===== src/rtl/serial_word_capture.sv =====
// Samples I_SDATA on rising edges of the divided serial clock, assembles MSB-first
// words and buffers them in a first-word-fall-through FIFO with word count and overflow.
module serial_word_capture #(
    parameter int DATA_WIDTH  = 16,
    parameter int FIFO_DEPTH  = 8,
    parameter int LEVEL_WIDTH = 4
) (
    input  logic                   I_CLK,
    input  logic                   I_RST,
    input  logic                   I_START,
    input  logic                   I_SCLK,
    input  logic                   I_SDATA,
    output logic [DATA_WIDTH-1:0]  O_DATA,
    output logic                   O_VALID,
    input  logic                   I_READY,
    output logic [LEVEL_WIDTH-1:0] O_FIFO_LEVEL,
    output logic [31:0]            O_WORD_COUNT,
    output logic                   O_OVERFLOW
);
    localparam int AW = $clog2(FIFO_DEPTH);
    localparam int CW = $clog2(DATA_WIDTH);
    localparam logic [CW-1:0] LAST_BIT = CW'(DATA_WIDTH - 1);

    typedef enum logic {IDLE, CAPTURE} state_t;
    state_t state, state_nxt;

    logic                  sclk_d, rise;
    logic [DATA_WIDTH-1:0] shift, shift_nxt, r_word;
    logic [CW-1:0]         bit_cnt;
    logic                  r_push;
    logic                  cap_en, restart, hold_clr;

    logic [DATA_WIDTH-1:0] mem [FIFO_DEPTH];
    logic [AW:0]           wr_ptr, rd_ptr, ptr_diff;
    logic                  empty, full, pop, push_ok, drop;

    // ---------------- FSM ----------------
    always_ff @(posedge I_CLK or posedge I_RST) begin
        if (I_RST) state <= IDLE;
        else       state <= state_nxt;
    end

    always_comb begin
        state_nxt = state;
        case (state)
            IDLE:    if (I_START)  state_nxt = CAPTURE;
            CAPTURE: if (!I_START) state_nxt = IDLE;
            default: state_nxt = IDLE;
        endcase
    end

    always_comb begin
        cap_en   = (state == CAPTURE);
        restart  = (state == IDLE) && I_START;
        hold_clr = !I_START;
    end

    // ---------------- bit capture ----------------
    assign rise      = I_SCLK & ~sclk_d & I_START;
    assign shift_nxt = {shift[DATA_WIDTH-2:0], I_SDATA};

    always_ff @(posedge I_CLK or posedge I_RST) begin
        if (I_RST) begin
            sclk_d  <= 1'b0;
            shift   <= '0;
            bit_cnt <= '0;
            r_push  <= 1'b0;
            r_word  <= '0;
        end else begin
            sclk_d <= I_SCLK;
            r_push <= 1'b0;
            if (hold_clr) begin
                shift   <= '0;
                bit_cnt <= '0;
            end else if (cap_en && rise) begin
                shift <= shift_nxt;
                if (bit_cnt == LAST_BIT) begin
                    bit_cnt <= '0;
                    r_push  <= 1'b1;
                    r_word  <= shift_nxt;
                end else begin
                    bit_cnt <= bit_cnt + 1'b1;
                end
            end
        end
    end

    // ---------------- FIFO ----------------
    // Extra pointer MSB distinguishes full from empty when the index bits match.
    assign empty    = (wr_ptr == rd_ptr);
    assign full     = (wr_ptr[AW] != rd_ptr[AW]) && (wr_ptr[AW-1:0] == rd_ptr[AW-1:0]);
    assign pop      = !empty && I_READY;
    assign push_ok  = r_push && (!full || pop);
    assign drop     = r_push && full && !pop;
    assign ptr_diff = wr_ptr - rd_ptr;

    always_ff @(posedge I_CLK) begin
        if (push_ok) mem[wr_ptr[AW-1:0]] <= r_word;
    end

    always_ff @(posedge I_CLK or posedge I_RST) begin
        if (I_RST) begin
            wr_ptr <= '0;
            rd_ptr <= '0;
        end else begin
            if (push_ok) wr_ptr <= wr_ptr + (AW+1)'(1);
            if (pop)     rd_ptr <= rd_ptr + (AW+1)'(1);
        end
    end

    always_ff @(posedge I_CLK or posedge I_RST) begin
        if (I_RST) begin
            O_WORD_COUNT <= '0;
            O_OVERFLOW   <= 1'b0;
        end else if (restart) begin
            O_WORD_COUNT <= '0;
            O_OVERFLOW   <= 1'b0;
        end else begin
            if (push_ok && O_WORD_COUNT != 32'hFFFF_FFFF)
                O_WORD_COUNT <= O_WORD_COUNT + 32'd1;
            if (drop)
                O_OVERFLOW <= 1'b1;
        end
    end

    // Head word is gated so every output reads 0 straight out of reset.
    assign O_VALID      = !empty;
    assign O_DATA       = empty ? '0 : mem[rd_ptr[AW-1:0]];
    assign O_FIFO_LEVEL = LEVEL_WIDTH'(ptr_diff);

endmodule


===== config.mk =====
export PLATFORM = sky130hd
export DESIGN_NAME = serial_word_capture
export DESIGN_NICKNAME = d
export VERILOG_FILES = /design/src/rtl/serial_word_capture.sv
export SDC_FILE = /design/constraint.sdc
export NUM_CORES = 1
export LEC_CHECK = 0
export CORE_UTILIZATION = 30
export CTS_BUF_LIST = sky130_fd_sc_hd__clkbuf_2
export DETAILED_ROUTE_END_ITERATION = 8
export PLACE_DENSITY = 0.59
export SYNTH_ARGS = -nofsm -noshare
export SYNTH_HDL_FRONTEND = slang
export SYNTH_SLANG_ARGS = --single-unit

===== constraint.sdc =====
create_clock -name I_CLK -period 3.8 [get_ports I_CLK]
set_input_delay 0.57 -clock I_CLK [delete_from_list [all_inputs] [get_ports I_CLK]]
set_output_delay 0.57 -clock I_CLK [all_outputs]
set_load 0.01 [all_outputs]

==> results of run 1 <==
layout by cell type, fill, tap and decap left out, types with 3 or more instances in the layout:
master,count
a211oi_1,3
a21boi_0,3
a21oi_1,41
a31oi_1,5
and3_1,3
and4_1,5
buf_4,19
clkbuf_2,79
clkdlybuf4s50_1,59
clkinv_1,6
clkinv_2,3
dfrtp_1,78
edfxtp_1,128
ha_1,7
inv_1,14
mux2_2,17
mux4_2,32
nand2_1,81
nand3_1,17
nand4_1,9
nor2_1,14
nor3_1,3
nor3_2,3
nor4_1,5
o21ai_0,31
o31ai_1,9
or3_1,11
or4_1,8
xnor2_1,13
xor2_1,3
worst paths after layout:
path,slack (ns),depth (start not counted),from,end
min in group I_CLK,0.29,1,I_SCLK,sclk_d
max in group asynchronous,2.90,3,I_RST,rd_ptr[2]
setup reg to reg,1.06,7,wr_ptr[0],O_WORD_COUNT[31]
setup / recovery,0.33,7,wr_ptr[0],O_DATA[3]
hold reg to reg,0.49,2,shift[0],shift[1]
hold / removal,0.19,2,I_RST,O_WORD_COUNT[17]
sequential cells by signal (all words and copies together), names as in the netlist, 4 cells and up:
name / flops
mem: 128
O_WORD_COUNT: 32
r_word: 16
shift: 15
bit_cnt: 4
rd_ptr: 4
wr_ptr: 4
cell families after synthesis:
| logic type | share of synthesized area (%) |
|---|---|
| and+or+nand+nor | 10.95 |
| xor gates and xnor gates | 1.611 |
| AOI/OAI and AO/OA | 6.889 |
| muxes | 10.48 |
| DFF | 66.91 |
| adders and majority gates | 1.237 |
| buffers and inverters | 1.927 |
stage by stage:
stage / hold slack [ns] / total power (W)
final: 0.1926 / 0.003923
after global routing: 0.1816 / 0.004094
after global placement: 0.4882 / 0.002466
after CTS: 0.1376 / 0.003986
after detailed placement: 0.4943 / 0.002466
after floorplan: 0.4657 / 0.002445
critical path, delay by kind of cell, from the launching register on:
kind            cells  cell delay, ns
simple gates        2            0.13
flops               1            0.47
fa+ha+maj           1            0.37
buf+inv             3            0.96
compound gates      1            0.18
report_power, final:
part | internal, W | switching, W | leakage [nW]
logic | 0.0000115 | 0.0000323 | 1.14
clock network | 0.000625 | 0.000883 | 0.365
registers | 0.00237 | 0.00000202 | 2.47
layout make-up:
| cell class | count | area (sq um) |
|---|---|---|
| inverter | 16 | 61.31 |
| antenna | 1 | 2.502 |
| clock buffer | 79 | 395.4 |
| tap | 378 | 473.0 |
| timing repair buffer | 80 | 773.2 |
| fill | 2742 | 17800 |
| sequential | 207 | 5822 |
| clock inverter | 11 | 90.09 |
| multi-input combinational | 358 | 2746 |
metal layers:
layer,wire (um),track usage (%),share of wire (%),vias to the layer above
li1,-,-,-,2574
met1,8861,17.95,47,2745
met2,8861,20.88,47,128
met3,774,2.792,4.1,37
met4,387,5.233,2.0,0
met5,0,0,0,-
==> results.md, run 1 <==
| Item | This run | Unit |
|---|---|---|
| Status | complete, no violations | - |
| Setup crit start kind | flop | - |
| Drt first pass iters | 8 | - |
| Via-per-instance ratio | 4.853 | - |
| Final instance area | 10360 | sq um |
| Detail-routed net length per standard cell | 16.71 | um |
| Number of post-CTS setup repair buffers | 0 | - |
| IR Drop Worst-Case VDD | 126.8 | uV |
| Classification of the worst setup path | flop to primary output | - |
| HPWL after detailed placement | 11.47 | mm |
| Non-filler cells in the finished layout | 1130 | - |
| Ys async rst share | 38.16 | % |
| Critical path cell sequence | inv_1 > ha_1 > nand3_1 > nor2_1 > buf_4 > a21oi_1 > clkdlybuf4s50_1 | - |
| Worst Path Arrival | 2.90 | ns |
| Area contributors post-synth | edfxtp_1 (44%), dfrtp_1 (23%), mux4_2 (8.3%) | - |
| First-pass GRT wire length | 30.18 | mm |
| Setup violators final | 0 | - |
| Clock transition at the registers of the reported paths | 0.09 | ns |
| Endpoint required time on the critical path | 3.23 | ns |
| Leftover overflow at the end of global routing | 0 | - |
| DIE AREA | 29680 | sq um |
| Fin crit period | 3.467 | ns |
| Post-Syn Area | 8700 | sq um |
| Top-count cell post-synth | edfxtp_1 | - |
| Dominant register cell in the synthesized netlist | edfxtp_1 | - |
| Number of hold buffers added after CTS | 0 | - |
| Average cell area after synthesis | 14.31 | sq um |
| Effective utilization at floorplan | 30.89 | % |
| Rel. slew slack | 49.43 | % |
| Detail Route Antenna Nets | 0 | - |
| Height of the die | 172.3 | um |
| Power density over the cells | 378.5 | nW/um^2 |
| Number of cells in the design after placement | 1039 | - |
| Number of nets in the finished design | 729 | - |
| Post-synth EDFFs | 128 | - |
| Crit-path max cell delay | 0.56 | ns |
| Rows | 61 | - |
| Maximum clock rate | 0.2884 | GHz |
| Last weighted congestion value of the routability-driven placer | 0.7710 | - |
| Setup TNS | 0 | ns |
| Number of global-route vias before repair | 5527 | - |
| Number of antenna violations at the first check in global routing | 1 | - |
| Clock tree root buffer cell | clkbuf_2 | - |
| Fin crit share | 91.24 | % |
| Hold Path Class | primary input to asynchronous set/reset pin | - |
| Share of the core filled with cells | 36.80 | % |
| Number of I/O pins | 60 | - |
| Port Buffers | 59 | - |
| Area Overhead vs Synth | 19.13 | % |
| CTS max path bufs | 3 | - |
| Worst clock skew on the final layout | 0.1354 | ns |
| Register area share after synthesis | 66.91 | % |
| Transition time of the tightest slew-check pin | 0.7490 | ns |
| Minimum setup slack in the final design | 0.3330 | ns |
| Die extent in x | 172.3 | um |
| Total count of hold-check failures in the final report | 0 | - |
| Area of the placeable core | 28160 | sq um |
| Post-cts resize count | 0 | - |
| FF+latch count, synth | 207 | - |
| Total via count after detailed routing | 5484 | - |
| Area share of the largest cell type after synthesis | 44.18 | % |
| Clk sinks | 207 | - |
| H-tree lvl count | 2 | - |
| Detailed Route Iter0 Violations | 317 | - |
| Number of max-cap violations | 0 | - |
| Setup repair after global routing missed its margin | no | - |
| Later-pin clock latency in the skew report | 0.86 | ns |
| Pre-CTS WS | 1.056 | ns |
| Count of distinct cell types in the synthesized netlist | 51 | - |
| Final Slew Violations | 0 | - |
| Net Count, Synth | 622 | - |
| Number of buffers created by CTS | 52 | - |
| Share of final-layout standard cells stronger than drive strength 1 | 22.90 | % |
| DR DRC count | 0 | - |
| TritonCTS clock tree | yes | - |
| Synth Instances | 608 | - |
| Crit path capture type | primary output | - |
| Overall routing resource usage | 13.29 | % |
| Final WL | 18.88 | mm |
| Biggest area consumer among synthesized cells | edfxtp_1 | - |
| Leakage Power | 3.973 | nW |
| Worst-path cell with the longest stage delay | clkdlybuf4s50_1 | - |
| Number of warnings printed during yosys synthesis | 0 | - |
| Placed instance area | 9876 | sq um |
| Commonest cells in the netlist | edfxtp_1 (128), nand2_1 (81), dfrtp_1 (79), a21oi_1 (41), mux4_2 (32) | - |
| Largest net degree at the start of global routing | 42 | - |
| Largest driver fanout on the critical path | 17 | - |
No activity file was read; power rests on OpenSTA's default activity.
==> inputs of run 2 (changes only) <==
GPL_TIMING_DRIVEN = 0   (was not set)
==> results.md, run 2 (synthesis results as in run 1) <==
| Item | This run | Unit |
|---|---|---|
| Status | complete, no violations | - |
| Clock transition at the registers of the reported paths | 0.10 | ns |
| TritonCTS clock tree | yes | - |
| Crit path capture type | primary output | - |
| Int Pwr | 0.002922 | W |
| Fin crit share | 95.58 | % |
| Classification of the worst setup path | flop to primary output | - |
| Detail-routed net length per standard cell | 17.29 | um |
| H-tree lvl count | 2 | - |
| HPWL after detailed placement | 13.26 | mm |
| Number of cells on the worst hold path | 1 | - |
| Number of I/O pins | 60 | - |
| Number of max-cap violations | 0 | - |
| Worst min-delay path startpoint | I_SCLK | - |
| Min-Delay Endpoint | sclk_d | - |
| Clk sinks | 207 | - |
| Worst Path Arrival | 3.06 | ns |
| Clock tree root buffer cell | clkbuf_2 | - |
| Leftover overflow at the end of global routing | 0 | - |
| Total count of hold-check failures in the final report | 0 | - |
| Rel. slew slack | 34.72 | % |
| Launching point of the worst reg2reg path | rd_ptr[1] | - |
| Endpoint required time on the critical path | 3.23 | ns |
| Reg power frac | 61.6 | % |
| Leakage Power | 4.052 | nW |
| Number of buffers created by CTS | 53 | - |
| Leading cell type in the layout, fill and taps excluded | edfxtp_1 | - |
| Transition time of the tightest slew-check pin | 0.9717 | ns |
| Worst Reg-to-Reg Cells | 10 | - |
| Final Slew Violations | 0 | - |
| Worst r2r dst | mem[2][4] | - |
| Share of final-layout standard cells stronger than drive strength 1 | 23.22 | % |
| Port Buffers | 59 | - |
| Largest driver fanout on the critical path | 10 | - |
| Combined area of the multi-input logic cells | 2776 | sq um |
| Drt first pass iters | 5 | - |
| Number of nets in the finished design | 751 | - |
| Last weighted congestion value of the routability-driven placer | 0.7569 | - |
| Number of antenna violations at the first check in global routing | 1 | - |
| Flop-to-flop setup slack | 0.30 | ns |
| WHS | 0.2721 | ns |
| Rows | 61 | - |
| Setup repair after global routing missed its margin | no | - |
| Later-pin clock latency in the skew report | 0.84 | ns |
| Via-per-instance ratio | 4.823 | - |
| Worst clock skew on the final layout | 0.08159 | ns |
| Fin crit period | 3.632 | ns |
| Detail Route Antenna Nets | 0 | - |
| Area Overhead vs Synth | 20.75 | % |
| Sequential cell area in the final layout | 5822 | sq um |
| Commonest non-fill, non-tap cells in the layout | edfxtp_1 (128), nand2_1 (81), dfrtp_1 (78), clkbuf_2 (78), clkdlybuf4s50_1 (57) | - |
| Area of the placeable core | 28160 | sq um |
| Effective utilization at floorplan | 30.89 | % |
| Part of the power in combinational logic | 1.2 | % |
| Post-route total power | 0.003851 | W |
| Power density over the cells | 366.5 | nW/um^2 |
| Start point of the critical path | rd_ptr[1] | - |
| Max FFs per register | 128 | - |
| Final WL | 19.89 | mm |
| Net switching component of the power | 0.0009290 | W |
| Die extent in x | 172.3 | um |
| Height of the die | 172.3 | um |
| Setup violators final | 0 | - |
| Setup crit start kind | flop | - |
| CTS max path bufs | 3 | - |
| First-pass GRT wire length | 31.48 | mm |
| IR Drop Worst-Case VDD | 151.1 | uV |
| Net switching fraction of the power | 24.13 | % |
| Part of the power in the clock network | 37.2 | % |
| DIE AREA | 29680 | sq um |
| Hold Path Class | primary input to flop | - |
| DR DRC count | 0 | - |
| Number of global-route vias before repair | 5597 | - |
| Largest net degree at the start of global routing | 70 | - |
| Setup TNS | 0 | ns |
| Detailed Route Iter0 Violations | 339 | - |
| Total via count after detailed routing | 5546 | - |
| # fillers | 2738 | - |
| Maximum clock rate | 0.2753 | GHz |
| Overall routing resource usage | 13.90 | % |
run 2: cell types whose count changed in the layout (fill, tap and decap cells not counted), moves of 3 or more:
cell	delta
buf_2	+3
buf_4	-10
buf_6	+6
clkbuf_1	+12
clkbuf_8	+3
run 2: routing by layer:
| metal | wire, um | global-route usage [%] | up-vias |
|---|---|---|---|
| met2 | 9595 | 22.35 | 128 |
| met3 | 814 | 2.907 | 25 |
| li1 | - | - | 2614 |
| met4 | 336 | 5.233 | 0 |
| met1 | 9141 | 18.40 | 2779 |
| met5 | 0 | 0 | - |
run 2: power by group through the flow:
stage / clock [W] / combinational [W] / sequential (W)
global route: 0.00160 / 0.0000538 / 0.00237
global placement: 0 / 0.0000442 / 0.00242
detailed placement: 0 / 0.0000485 / 0.00242
CTS: 0.00149 / 0.0000494 / 0.00237
floorplan: 0 / 0.0000255 / 0.00242
finish: 0.00143 / 0.0000473 / 0.00237
run 2: what timing repair did:
item                                    CTS  global route
setup buffers                             2             1
pin swaps                                 1             0
hold buffers                              1             0
cloned                                    0             0
resized for setup                        23             6
endpoints found under the setup margin  134            27
hold endpoints to repair                 10             0
run 2: worst max-delay path, cell delays in order (launching register included):
cell	delay [ns]
dfrtp_1	0.37
clkbuf_8	0.19
clkbuf_8	0.19
inv_1	0.05
ha_1	0.31
nand3_1	0.15
nor2_4	0.06
clkbuf_4	0.23
a21oi_2	0.17
clkdlybuf4s50_1	0.56
run 2: final cells by class:
| type | count | area share, % |
|---|---|---|
| flip-flops and latches | 207 | 55.42 |
| multi-input cells | 358 | 26.43 |
| repair buffers | 75 | 7.313 |
| well taps | 378 | 4.502 |
| clock buffers | 76 | 3.621 |
| plain buffers | 26 | 1.417 |
| inverters | 16 | 0.6432 |
| clock inverters | 13 | 0.6313 |
| diodes | 1 | 0.02382 |
run 2: per-stage QoR:
step | cell area [sq um] | util, % | std cells | setup WS [ns]
global placement | 9768 | 34.68 | 1045 | -2.513
detailed placement | 9947 | 35.32 | 1057 | -1.124
CTS | 10480 | 37.22 | 1148 | 0.003862
finish | 10510 | 37.30 | 1150 | 0.1678
floorplan | 8705 | - | 608 | 0.01903
global route | 10510 | 37.30 | 1150 | 0.004339
run 2: worst max-delay path by stage:
stage                       endpoint  depth (start not counted)
after floorplan            mem[2][0]                          8
final                     O_DATA[14]                          9
after CTS                  O_DATA[4]                          6
after global placement     mem[1][9]                          7
after global routing      O_DATA[12]                          6
after detailed placement  O_DATA[14]                          9
